<file path="config.mk">
export PLATFORM = sky130hd
export DESIGN_NAME = rf_wb_arbiter
export DESIGN_NICKNAME = d
export VERILOG_FILES = /design/src/rtl/rf_wb_arbiter.sv
export SDC_FILE = /design/constraint.sdc
export NUM_CORES = 1
export LEC_CHECK = 0
export ABC_AREA = 1
export CORE_ASPECT_RATIO = 1.75
export CORE_MARGIN = 2
export CORE_UTILIZATION = 45
export CTS_BUF_LIST = sky130_fd_sc_hd__clkbuf_16
export DETAILED_ROUTE_END_ITERATION = 12
export PLACE_DENSITY = 0.79
export REMOVE_ABC_BUFFERS = 1
export SLEW_MARGIN = 20
export SYNTH_ARGS = -nofsm -noshare
export SYNTH_HDL_FRONTEND = slang
export SYNTH_SLANG_ARGS = --single-unit
</file>
<file path="constraint.sdc">
create_clock -name clk -period 3.3 [get_ports clk]
set_input_delay 0.495 -clock clk [delete_from_list [all_inputs] [get_ports clk]]
set_output_delay 0.495 -clock clk [all_outputs]
set_load 0.03 [all_outputs]
</file>
<file path="src/rtl/rf_wb_arbiter.sv">
// Write-back arbiter: shares the register file write port between the ALU
// and load return paths, each with a one-entry holding buffer.
module rf_wb_arbiter #(
  parameter int DATA_W = 32,
  parameter int ADDR_W = 5,
  parameter int CNT_W  = 16
) (
  input  logic                     clk,
  input  logic                     reset,
  input  logic                     alu_valid,
  output logic                     alu_ready,
  input  logic [ADDR_W-1:0]        alu_rd,
  input  logic [DATA_W-1:0]        alu_data,
  input  logic                     ld_valid,
  output logic                     ld_ready,
  input  logic [ADDR_W-1:0]        ld_rd,
  input  logic [DATA_W-1:0]        ld_data,
  output logic                     rg_wrt_en,
  output logic [ADDR_W-1:0]        rg_wrt_addr,
  output logic [DATA_W-1:0]        rg_wrt_data,
  output logic [(1<<ADDR_W)-1:0]   pending,
  output logic [CNT_W-1:0]         stall_cnt
);

  localparam int NREG = 1 << ADDR_W;

  logic              alu_occ_q, alu_occ_d;
  logic [ADDR_W-1:0] alu_rd_q, alu_rd_d;
  logic [DATA_W-1:0] alu_data_q, alu_data_d;
  logic              ld_occ_q, ld_occ_d;
  logic [ADDR_W-1:0] ld_rd_q, ld_rd_d;
  logic [DATA_W-1:0] ld_data_q, ld_data_d;
  logic              old_is_ld_q, old_is_ld_d;
  logic              last_grant_q, last_grant_d;  // 1 = LD
  logic [CNT_W-1:0]  stall_cnt_q, stall_cnt_d;

  logic grant_alu, grant_ld;
  logic alu_load, ld_load;
  logic stalled;

  // Grant depends only on registered state, so ready never loops back to valid.
  always_comb begin
    grant_alu = 1'b0;
    grant_ld  = 1'b0;
    if (alu_occ_q && ld_occ_q) begin
      if (alu_rd_q == ld_rd_q) begin
        grant_ld = old_is_ld_q;
      end else begin
        grant_ld = !last_grant_q;
      end
      grant_alu = !grant_ld;
    end else begin
      grant_alu = alu_occ_q;
      grant_ld  = ld_occ_q;
    end
  end

  assign alu_ready = !alu_occ_q || grant_alu;
  assign ld_ready  = !ld_occ_q || grant_ld;

  // Writes to x0 complete the handshake but never occupy an entry.
  assign alu_load = alu_valid && alu_ready && (alu_rd != '0);
  assign ld_load  = ld_valid && ld_ready && (ld_rd != '0);

  assign stalled = (alu_occ_q && !grant_alu) || (ld_occ_q && !grant_ld);

  always_comb begin
    alu_occ_d    = alu_occ_q;
    alu_rd_d     = alu_rd_q;
    alu_data_d   = alu_data_q;
    ld_occ_d     = ld_occ_q;
    ld_rd_d      = ld_rd_q;
    ld_data_d    = ld_data_q;
    old_is_ld_d  = old_is_ld_q;
    last_grant_d = last_grant_q;
    stall_cnt_d  = stall_cnt_q;

    if (grant_alu) alu_occ_d = 1'b0;
    if (grant_ld)  ld_occ_d  = 1'b0;
    if (alu_load) begin
      alu_occ_d  = 1'b1;
      alu_rd_d   = alu_rd;
      alu_data_d = alu_data;
    end
    if (ld_load) begin
      ld_occ_d  = 1'b1;
      ld_rd_d   = ld_rd;
      ld_data_d = ld_data;
    end

    // A freshly loaded entry is always younger than one that was held.
    if (alu_occ_d && ld_occ_d) begin
      if (alu_load && ld_load) begin
        old_is_ld_d = 1'b0;
      end else if (alu_load) begin
        old_is_ld_d = 1'b1;
      end else if (ld_load) begin
        old_is_ld_d = 1'b0;
      end
    end else begin
      old_is_ld_d = ld_occ_d;
    end

    if (grant_alu || grant_ld) last_grant_d = grant_ld;

    if (stalled && (stall_cnt_q != '1)) stall_cnt_d = stall_cnt_q + CNT_W'(1);
  end

  always_ff @(posedge clk or posedge reset) begin
    if (reset) begin
      alu_occ_q    <= 1'b0;
      alu_rd_q     <= '0;
      alu_data_q   <= '0;
      ld_occ_q     <= 1'b0;
      ld_rd_q      <= '0;
      ld_data_q    <= '0;
      old_is_ld_q  <= 1'b0;
      last_grant_q <= 1'b1;
      stall_cnt_q  <= '0;
    end else begin
      alu_occ_q    <= alu_occ_d;
      alu_rd_q     <= alu_rd_d;
      alu_data_q   <= alu_data_d;
      ld_occ_q     <= ld_occ_d;
      ld_rd_q      <= ld_rd_d;
      ld_data_q    <= ld_data_d;
      old_is_ld_q  <= old_is_ld_d;
      last_grant_q <= last_grant_d;
      stall_cnt_q  <= stall_cnt_d;
    end
  end

  assign rg_wrt_en   = grant_alu || grant_ld;
  assign rg_wrt_addr = grant_alu ? alu_rd_q : (grant_ld ? ld_rd_q : '0);
  assign rg_wrt_data = grant_alu ? alu_data_q : (grant_ld ? ld_data_q : '0);
  assign stall_cnt   = stall_cnt_q;

  for (genvar gi = 0; gi < NREG; gi++) begin : g_pending
    assign pending[gi] = (alu_occ_q && (alu_rd_q == ADDR_W'(gi))) ||
                         (ld_occ_q && (ld_rd_q == ADDR_W'(gi)));
  end

endmodule

</file>
==> flow_summary.toml <==
[place]
post_dp_cell_area_um2 = 6484
placedCellCount = 894
io_buffers = 165
globalplace.congestion = 0.9537
dp_hpwl_um = 10040

[clock_tree]
clk_path_buf_depth = 2
cts_buffers = 9
root_buffer = "clkbuf_16"
htree_levels = 3
cts.reportedPaths.clkPinSlew_ns = 0.06
cts_tree = "done"
clock-sinks = 94
hold_buffers = 0
clk_latency_ns = 0.34

[power_and_ir_drop]
power.switching_uw = 1951
combPwrFrac = 0.440
p_int_uw = 2756
seqPwrFrac = 0.342
p_leak_uw = 0.003210
swShare = 0.4145
p_per_area_nw_per_um2 = 692.9
ir_drop_mv = 0.3843
clkPwrFrac = 0.219

[global_routing]
grt.met3_usage = 0.04408
grt.busiest_layer = "met2"
grtUsageTotal = 0.2256
grt_pass1_vias = 4796
grtUsageMet2 = 0.4151
grt_overflow = 0
grt_util_met1 = 0.2357
grt_pass1_wl_um = 21630
grt_max_degree = 84
antenna_found_initial = 0

[floorplan]
core-area_um2 = 10640
ioPinCount = 166
die_area_um2 = 11760
die-width_um = 82.83
rows = 50
die_h_um = 142.0
start_util = 0.4601

[setup_path]
reg2reg_depth = 11
end_kind = "primary output"
path_class = "reg -> out"
worstReg2RegStart = "alu_rd_q[0]"
crit_fanout = 34
critPathLaunchType = "flip-flop"
r2r_end = "ld_data_q[28]"
critPathRequiredTime_ns = 2.80
ff2ff_setup_slack_ns = 0.94
startpoint = "alu_occ_q"
cp_data_arrival_time_ns = 2.52

[min_path]
hold_depth = 2
holdPathEnd = "ld_data_q[31]"
min_from = "ld_data_q[31]"
hp-class = "reg -> reg"

[sta]
worstMarginPinSlew_ns = 0.7277
fin_skew_ns = 0.008276
hold_ws_ns = 0.4814
finalSetupTns_ns = 0
rsz0062_at_grt = "no"
min_period_over_period = 0.9141
drv_slew = 0
hold_viol = 0
period_needed_ns = 3.017
timing.fmax_mhz = 331.5
slew_headroom = 0.5149
setup_viol = 0

[drt]
vias_per_cell = 5.273
wl_per_cell_um = 14.76
first_pass_iters = 4
drt-total-wl_um = 13430
drt_iter0_drc = 282
ant_nets = 0
vias = 4798
drc = 0

[yosys]
syn_area_per_cell_um2 = 7.830
yosysUniqueCellTypes = 30
synthesis.area_um2 = 4893
yosys_register_bits = 94
synth_cells = 625
yosys_warnings = 0
yosysSeqAreaShare = 0.4810

[run]
maxCapViolCount = 0

[finish]
multi_input_area_um2 = 1971
fin_cells = 910
seq_area_um2 = 2354
fin_nets = 854
area_growth_pct = 38.84
antennaDiodeCount = 0
drive_above_1_share = 0.1128
n_fill_cell = 964
fin_area_um2 = 6794

[run_status]
status = "finished, final reports clean"
## registers in the layout (all words and copies together), names as in the netlist
register      cells
alu_rd_q          5
stall_cnt        16
old_is_ld_q       1
ld_occ_q          1
alu_data_q       32
ld_rd_q           5
last_grant_q      1
ld_data_q        32
alu_occ_q         1
## logic make-up after synthesis
family,synth area share
fa+ha+maj,0.002556
compound gates,0.1557
mux,0.002301
buf+inv,0.1181
xor+xnor,0.02685
flops,0.4810
simple gates,0.2135
## per-stage QoR
stage	util	setup slack, ns	power, uW
after global placement	0.6096	0.6285	3628
after floorplan	-	0.2496	2838
after detailed placement	0.6096	0.4763	3687
final	0.6388	0.2835	4708
after global routing	0.6388	0.03834	4974
after CTS	0.6378	0.08810	4727
## what timing repair did
action,CTS,global route
setup endpoints to repair,0,10
buffers inserted,0,0
gates resized for setup,0,1
## worst max-delay path by stage
stage                       to  slack, ns  depth (start not counted)
3_3_place_gp    rg_wrt_addr[2]       0.63                         11
2_1_floorplan  rg_wrt_data[29]       0.25                          6
6_report           pending[15]       0.28                          4
3_5_place_dp    rg_wrt_addr[2]       0.48                         11
5_1_grt         rg_wrt_data[9]       0.04                         12
4_1_cts         rg_wrt_addr[2]       0.09                         11
## routing by layer
| metal | up-vias | part of all wire |
|---|---|---|
| li1 | 2302 | - |
| met1 | 2237 | 0.35 |
| met2 | 204 | 0.54 |
| met3 | 55 | 0.056 |
| met4 | 0 | 0.050 |
| met5 | - | 0 |
## cells in the mapped netlist
library cell / n / area, um^2
nand2_1: 152 / 570.6
inv_1: 98 / 367.9
dfrtp_1: 93 / 2327
o21ai_0: 87 / 435.4
nand3_1: 40 / 200.2
o22ai_1: 37 / 231.5
nor2_1: 31 / 116.4
o21ai_1: 14 / 70.07
buf_2: 8 / 40.04
buf_4: 8 / 60.06
clkbuf_1: 8 / 30.03
xnor2_1: 8 / 70.07
xor2_1: 7 / 61.31
a21oi_1: 5 / 25.02
buf_6: 5 / 56.30
nand4_1: 5 / 31.28
nand2_4: 3 / 33.78
nand3_2: 2 / 20.02
nor2_2: 2 / 12.51
nor3_1: 2 / 10.01
buf_8: 1 / 15.01
clkbuf_2: 1 / 5.000
dfstp_2: 1 / 26.28
ha_1: 1 / 12.51
inv_2: 1 / 3.750
mux2_2: 1 / 11.26
nand2_2: 1 / 6.260
nand3_4: 1 / 17.52
nor2_8: 1 / 20.02
or2_2: 1 / 6.260
## cell type report
cell class	instances	area share
Sequential cell	94	0.3464
Multi-Input combinational cell	401	0.2901
Timing Repair Buffer	170	0.2401
Inverter	99	0.05543
Clock buffer	9	0.03315
Tap cell	130	0.02394
Clock inverter	7	0.01087
## cell usage in the layout (no fill, tap or decap), drive strengths merged, types with 7 or more instances in the layout
| cell | count |
|---|---|
| nand2 | 156 |
| clkdlybuf4s50 | 112 |
| o21ai | 101 |
| inv | 100 |
| dfrtp | 93 |
| buf | 58 |
| nand3 | 43 |
| o22ai | 37 |
| nor2 | 34 |
| clkbuf | 9 |
| xnor2 | 8 |
| xor2 | 7 |
## worst max-delay path, stage by stage, from the launching register on
cell	delay (ns)
dfrtp_1	0.34
buf_4	0.37
nand2_1	0.43
o22ai_1	0.31
clkdlybuf4s50_1	0.73
## power by group through the flow
stage	combinational (uW)	sequential, uW	clock [uW]
final	2070	1610	1030
after global routing	2240	1640	1090
after CTS	2080	1610	1050
after detailed placement	2060	1620	0
after global placement	2020	1610	0
after floorplan	1180	1660	0
(Power assumes the default switching activity.)
